## src/rtl/digit_classifier_if.sv

```systemverilog
// Result handshake between the network core, the classifier and the UI.
// DIGIT_CLASSIFIER_TOP2_EN adds the runner-up digit and the winning margin.
interface digit_classifier_if #(
  parameter int N_CLASSES = 10
);
  logic                       ready;
  logic [N_CLASSES-1:0][15:0] probability;
  logic                       clear;
  logic                       busy;
  logic                       valid;
  logic [3:0]                 digit;
  logic [15:0]                confidence;
`ifdef DIGIT_CLASSIFIER_TOP2_EN
  logic [3:0]                 runner;
  logic [15:0]                margin;

  modport master (
    output ready, probability, clear,
    input  busy, valid, digit, confidence,
    input  runner, margin
  );

  modport slave (
    input  ready, probability, clear,
    output busy, valid, digit, confidence,
    output runner, margin
  );
`else
  modport master (
    output ready, probability, clear,
    input  busy, valid, digit, confidence
  );

  modport slave (
    input  ready, probability, clear,
    output busy, valid, digit, confidence
  );
`endif
endinterface

```

## src/rtl/digit_classifier.sv

```systemverilog
// Snapshots the network output vector and scans it one entry per clock.
// DIGIT_CLASSIFIER_TOP2_EN adds second-best tracking and margin rejection.
module digit_classifier #(
  parameter int          N_CLASSES = 10,
  parameter logic [15:0] MIN_CONF  = 16'd1024
) (
  input logic               clk,
  input logic               rst,
  digit_classifier_if.slave bus
);
  typedef enum logic [1:0] {
    IDLE,
    CAPTURE,
    SCAN,
    DONE
  } state_t;

  localparam logic [3:0] LAST = 4'(N_CLASSES - 1);
  localparam logic [3:0] NONE = 4'hF;

  state_t                     state;
  state_t                     state_n;
  logic                       ready_q;
  logic                       rise;
  logic [N_CLASSES-1:0][15:0] snap;
  logic [3:0]                 idx;
  logic [3:0]                 best_idx;
  logic [15:0]                best_val;
  logic [15:0]                cur;
  logic                       take;
  logic                       accept;
  logic                       valid;
  logic [3:0]                 digit;
  logic [15:0]                confidence;
`ifdef DIGIT_CLASSIFIER_TOP2_EN
  logic [3:0]                 second_idx;
  logic [15:0]                second_val;
  logic [15:0]                gap;
  logic [3:0]                 runner;
  logic [15:0]                margin;
`endif

  assign rise = bus.ready & ~ready_q;
  assign cur  = snap[idx];
  assign take = (idx == 4'd0) || (cur > best_val);

`ifdef DIGIT_CLASSIFIER_TOP2_EN
  // second never exceeds best, so the gap cannot underflow
  assign gap    = best_val - second_val;
  assign accept = (best_val >= MIN_CONF) && (gap >= (MIN_CONF >> 2));
`else
  assign accept = best_val >= MIN_CONF;
`endif

  always_ff @(posedge clk or posedge rst) begin
    if (rst) begin
      state <= IDLE;
    end else begin
      state <= state_n;
    end
  end

  always_comb begin
    state_n = state;
    unique case (state)
      IDLE:    if (rise) state_n = CAPTURE;
      CAPTURE: state_n = SCAN;
      SCAN:    if (idx == LAST) state_n = DONE;
      DONE:    state_n = IDLE;
      default: state_n = IDLE;
    endcase
    if (bus.clear) state_n = IDLE;
  end

  always_ff @(posedge clk or posedge rst) begin
    if (rst) begin
      ready_q    <= 1'b0;
      snap       <= '0;
      idx        <= 4'd0;
      best_idx   <= 4'd0;
      best_val   <= 16'd0;
      valid      <= 1'b0;
      digit      <= NONE;
      confidence <= 16'd0;
`ifdef DIGIT_CLASSIFIER_TOP2_EN
      second_idx <= 4'd0;
      second_val <= 16'd0;
      runner     <= NONE;
      margin     <= 16'd0;
`endif
    end else begin
      ready_q <= bus.ready;
      valid   <= 1'b0;
      if (bus.clear) begin
        digit      <= NONE;
        confidence <= 16'd0;
`ifdef DIGIT_CLASSIFIER_TOP2_EN
        runner     <= NONE;
        margin     <= 16'd0;
`endif
      end else begin
        unique case (state)
          CAPTURE: begin
            snap     <= bus.probability;
            idx      <= 4'd0;
            best_idx <= 4'd0;
            best_val <= 16'd0;
`ifdef DIGIT_CLASSIFIER_TOP2_EN
            second_idx <= 4'd0;
            second_val <= 16'd0;
`endif
          end
          SCAN: begin
            idx <= idx + 4'd1;
            if (take) begin
              best_val <= cur;
              best_idx <= idx;
`ifdef DIGIT_CLASSIFIER_TOP2_EN
              second_val <= best_val;
              second_idx <= best_idx;
            end else if (cur > second_val) begin
              second_val <= cur;
              second_idx <= idx;
`endif
            end
          end
          DONE: begin
            valid      <= 1'b1;
            digit      <= accept ? best_idx : NONE;
            confidence <= best_val;
`ifdef DIGIT_CLASSIFIER_TOP2_EN
            runner     <= second_idx;
            margin     <= gap;
`endif
          end
          default: ;
        endcase
      end
    end
  end

  assign bus.busy       = (state != IDLE);
  assign bus.valid      = valid;
  assign bus.digit      = digit;
  assign bus.confidence = confidence;
`ifdef DIGIT_CLASSIFIER_TOP2_EN
  assign bus.runner     = runner;
  assign bus.margin     = margin;
`endif
endmodule

```

## src/flat_wrapper.sv

```systemverilog
// flat-port wrapper written by rule: the top's interface ports become plain ports
module digit_classifier_flat 
#(
  parameter int          N_CLASSES = 10,
  parameter logic [15:0] MIN_CONF  = 16'd1024
)
  (clk, rst, bus_ready, bus_probability, bus_clear, bus_busy, bus_valid, bus_digit, bus_confidence);
  digit_classifier_if #(.N_CLASSES(N_CLASSES)) bus_i ();
  input logic clk;
  input logic rst;
  input wire logic [$bits(bus_i.ready)-1:0] bus_ready;
  input wire logic [$bits(bus_i.probability)-1:0] bus_probability;
  input wire logic [$bits(bus_i.clear)-1:0] bus_clear;
  output wire logic [$bits(bus_i.busy)-1:0] bus_busy;
  output wire logic [$bits(bus_i.valid)-1:0] bus_valid;
  output wire logic [$bits(bus_i.digit)-1:0] bus_digit;
  output wire logic [$bits(bus_i.confidence)-1:0] bus_confidence;
  assign bus_i.ready = bus_ready;
  assign bus_i.probability = bus_probability;
  assign bus_i.clear = bus_clear;
  assign bus_busy = bus_i.busy;
  assign bus_valid = bus_i.valid;
  assign bus_digit = bus_i.digit;
  assign bus_confidence = bus_i.confidence;
  digit_classifier #(.N_CLASSES(N_CLASSES), .MIN_CONF(MIN_CONF)) u_core (.clk(clk), .rst(rst), .bus(bus_i));
endmodule
```

## config.mk

```make
export PLATFORM = sky130hd
export DESIGN_NAME = digit_classifier_flat
export DESIGN_NICKNAME = d
export VERILOG_FILES = /design/src/rtl/digit_classifier_if.sv /design/src/rtl/digit_classifier.sv /design/src/flat_wrapper.sv
export SDC_FILE = /design/constraint.sdc
export NUM_CORES = 1
export LEC_CHECK = 0
export ABC_AREA = 1
export BUFFER_PORTS_ARGS = -buffer_cell sky130_fd_sc_hd__buf_2
export CELL_PAD_IN_SITES_DETAIL_PLACEMENT = 1
export CELL_PAD_IN_SITES_GLOBAL_PLACEMENT = 1
export CORE_ASPECT_RATIO = 1.1
export CORE_UTILIZATION = 43
export CTS_BUF_LIST = sky130_fd_sc_hd__clkbuf_8 sky130_fd_sc_hd__clkbuf_16
export DETAILED_ROUTE_END_ITERATION = 10
export PLACE_DENSITY = 0.84
export SLEW_MARGIN = 15
export SYNTH_ARGS = -nofsm -noshare
export SYNTH_HDL_FRONTEND = slang
export SYNTH_SLANG_ARGS = --single-unit
export TNS_END_PERCENT = 20
```

## constraint.sdc

```tcl
create_clock -name clk -period 8.6 [get_ports clk]
set_clock_uncertainty 0.2 [all_clocks]
set_input_delay 0.43 -clock clk [delete_from_list [all_inputs] [get_ports clk]]
set_output_delay 0.43 -clock clk [all_outputs]
set_load 0.02 [all_outputs]
```

==> flow_metrics.env <==
export IMPL_status="finished, final reports clean"
export IMPL_grt_max_degree=139
export IMPL_hold_violations=0
export IMPL_reg2reg_depth=15
export IMPL_syn_area_mm2=0.0102
export IMPL_use_met2_pct=56.1
export IMPL_synth_top_cell_area_share_pct=50.3
export IMPL_clock_latency_ns=0.51
export IMPL_final_cell_mix="nand2_1, dfrtp_1, buf_2, dlygate4sd3_1, nor2_1"
export IMPL_whs_ns=0.0175
export IMPL_cp_data_required_time_ns=8.78
export IMPL_row_count=58
export IMPL_path_delay_family="simple AND/OR/NAND/NOR gates"
export IMPL_top_usage_layer="met2"
export IMPL_die_area_mm2=0.0242
export IMPL_synth_area_leader_cell="dfrtp_1"
export IMPL_cts_path_max_buffers=3
export IMPL_place_gp_congestion=0.845
export IMPL_grt_first_pass_wirelength_um=56400
export IMPL_dp_cells=1496
export IMPL_switching_share_pct=40.3
export IMPL_hpwl_um=20200
export IMPL_globalRouteMet3Util_pct=4.11
export IMPL_relSlewSlack_pct=20.8
export IMPL_start_kind="flip-flop"
export IMPL_clkSlewWorstSetupHoldPaths_ns=0.06
export IMPL_critPathSlowestCell="dfrtp_4"
export IMPL_pin_count=186
export IMPL_hold_depth=3
export IMPL_end_kind="flip-flop"
export IMPL_grt_overflow=0
export IMPL_wl_per_cell_um=21.3
export IMPL_fin_crit_ns=5.40
export IMPL_avgViaCountPerCell=5.32
export IMPL_fin_crit_sh_pct=62.8
export IMPL_fp_dieH_um=163
export IMPL_cp_cell_sequence="inv_2, o21ai_0, nand3_1, nand3_2, nand2_1, ha_1, nand2_1, nor3_1, nand2_1, nand2_1, nand2_1, nand2_1, nand2_1, nand2_1, nand2_1"
export IMPL_path_buf_inv=1
export IMPL_setup_violations=0
export IMPL_die_width_um=149
export IMPL_cts_tree="yes"
export IMPL_cts_resized=0
export IMPL_drc_errors=0
export IMPL_ys_ff_latch=208
export IMPL_p_leak_nw=6.46
export IMPL_drtAntennaViolNets=0
export IMPL_finalMaxSlewViolations=0
export IMPL_cts_root_buf="clkbuf_16"
export IMPL_hold_path_startpoint="bus_probability[121]"
export IMPL_h_tree_depth=1
export IMPL_synth_cell_types=32
export IMPL_grt_pass1_vias=10100
export IMPL_layout_commonest_cell="nand2_1"
export IMPL_syn_area_per_cell_um2=9.49
export IMPL_cellPowerDensity_mw_per_mm2=335
export IMPL_worstMarginPinSlew_ns=1.19
export IMPL_worstPathArrival_ns=5.58
export IMPL_fillers=2596
export IMPL_final_cells=1689
export IMPL_power_frac_seq_pct=39.0
export IMPL_first_iter_violations=615
export IMPL_drive_gt1_share_pct=26.7
export IMPL_grt_use_total_pct=30.8
export IMPL_rsz0062_at_grt="no"
export IMPL_nets=1560
export IMPL_synth_edff_count=0
export IMPL_combPwrFrac_pct=40.4
export IMPL_ys_seq_area_share_pct=51.3
export IMPL_synth_fp_nets=1258
export IMPL_holdPathEnd="u_core.snap[121]"
export IMPL_hold_class="input port to flip-flop"
export IMPL_cts_made_buffers=23
export IMPL_antenna_found_initial=1
export IMPL_worst_path_stages=15
export IMPL_num_vias=8982
export IMPL_totalWireLength_um=36000
export IMPL_ys_flop_type="dfrtp_1"
export IMPL_drv_cap=0
export IMPL_worstReg2RegStart="u_core.idx[0]"
export IMPL_cts_setup_buffers=0
export IMPL_peakVddDrop_mv=0.191
export IMPL_critical_path_class="flip-flop to flip-flop"
export IMPL_slowest_delay_ns=1.20
export IMPL_max_freq_mhz=185
export IMPL_fin_tns_setup_ns=0
export IMPL_switchingPower_mw=1.80
export IMPL_crit_top_cell="nand2_1"
export IMPL_power_total_mw=4.46
export IMPL_yosys_warnings=0
export IMPL_cts_sinks=208
export IMPL_synth_area_leaders="dfrtp_1, mux2_2, nand2_1"
export IMPL_syn_inst=1071
export IMPL_rr_endpoint="u_core.best_idx[0]"
export IMPL_p_int_mw=2.66
export IMPL_cts_hold_buf=152
export IMPL_pwr_share_clk_pct=20.6
export IMPL_core_mm2=0.0230
export IMPL_ff2ff_setup_slack_ns=3.20
export IMPL_drt_first_pass_iters=5
export IMPL_critPathMaxFanout=110
export IMPL_io_buffers=185
export IMPL_synth_async_sr_flop_share_pct=100
export IMPL_area_growth_pct=30.9
export IMPL_start_util_pct=44.2
export IMPL_grtUsageMet1_pct=34.1
-- metrics by stage --
stage               cell area [µm²]  setup slack, ns  util (%)
finish                        13300             3.20      57.8
global route                  13300             2.71      57.8
CTS                           13300             3.38      57.8
detailed placement            11100             3.46      48.2
global placement              11100             3.65      48.2
floorplan                     10200             2.30         -
-- cells by family (layout without fill, tap and decap cells) --
group / after synthesis / after routing / share of synthesized area [%]
simple gates: 430 / 430 / 17.4
flops: 208 / 208 / 51.3
compound gates: 148 / 148 / 8.07
buf+inv: 140 / 457 / 6.87
mux: 122 / 122 / 13.5
fa+ha+maj: 23 / 23 / 2.83
other cells: 0 / 1 / 0
-- power groups by stage --
stage                     clock network [mW]  registers (mW)  logic, mW
after global placement                     0            1.68       1.54
after detailed placement                   0            1.71       1.62
after global routing                   0.968            1.78       2.00
final                                  0.920            1.74       1.80
after floorplan                            0            1.55       1.35
after CTS                              0.920            1.70       1.70
-- cells in the mapped netlist (13+ instances only) --
cell type / n
a21oi_1: 67
buf_2: 32
buf_4: 13
dfrtp_1: 204
ha_1: 23
inv_1: 71
mux2_2: 121
nand2_1: 211
nand3_1: 67
nor2_1: 138
o211ai_1: 15
o21ai_0: 47
-- routing by layer --
metal | wire, µm | up-vias
met3 | 1460 | 127
met5 | 0 | -
li1 | - | 4101
met4 | 2180 | 0
met1 | 13400 | 4452
met2 | 18900 | 302
-- sequential cells by signal, indices dropped and copies added, names as in the netlist --
| name | cells |
|---|---|
| u_core.bus.confidence | 16 |
| u_core.idx | 4 |
| u_core.bus.valid | 1 |
| u_core.bus.digit | 4 |
| u_core.state | 2 |
| u_core.snap | 160 |
| u_core.ready_q | 1 |
| u_core.best_val | 16 |
| u_core.best_idx | 4 |
-- area by class of cell --
type | count | area, µm² | area share [%]
Sequential cell | 208 | 5210 | 39.2
Inverter | 77 | 297 | 2.23
Antenna cell | 1 | 2.50 | 0.0188
Clock inverter | 14 | 60.1 | 0.452
Tap cell | 300 | 375 | 2.82
Clock buffer | 26 | 617 | 4.64
Multi-Input combinational cell | 723 | 4260 | 32.1
Timing Repair Buffer | 340 | 2470 | 18.6
-- worst min-delay path: stages --
cell	delay, ns
buf_2	0.10
nor2_1	0.10
a21oi_1	0.05
-- worst max path at each step --
stage                        from            endpoint  slack, ns
CTS                 u_core.idx[0]  u_core.best_idx[0]       3.38
floorplan                     rst  u_core.best_idx[0]       2.30
finish              u_core.idx[0]  u_core.best_idx[0]       3.20
global placement    u_core.idx[0]  u_core.best_val[0]       3.65
global route        u_core.idx[0]  u_core.best_idx[0]       2.71
detailed placement  u_core.idx[0]  u_core.best_idx[0]       3.46
Note: power is estimated with default switching activity, not from simulation.
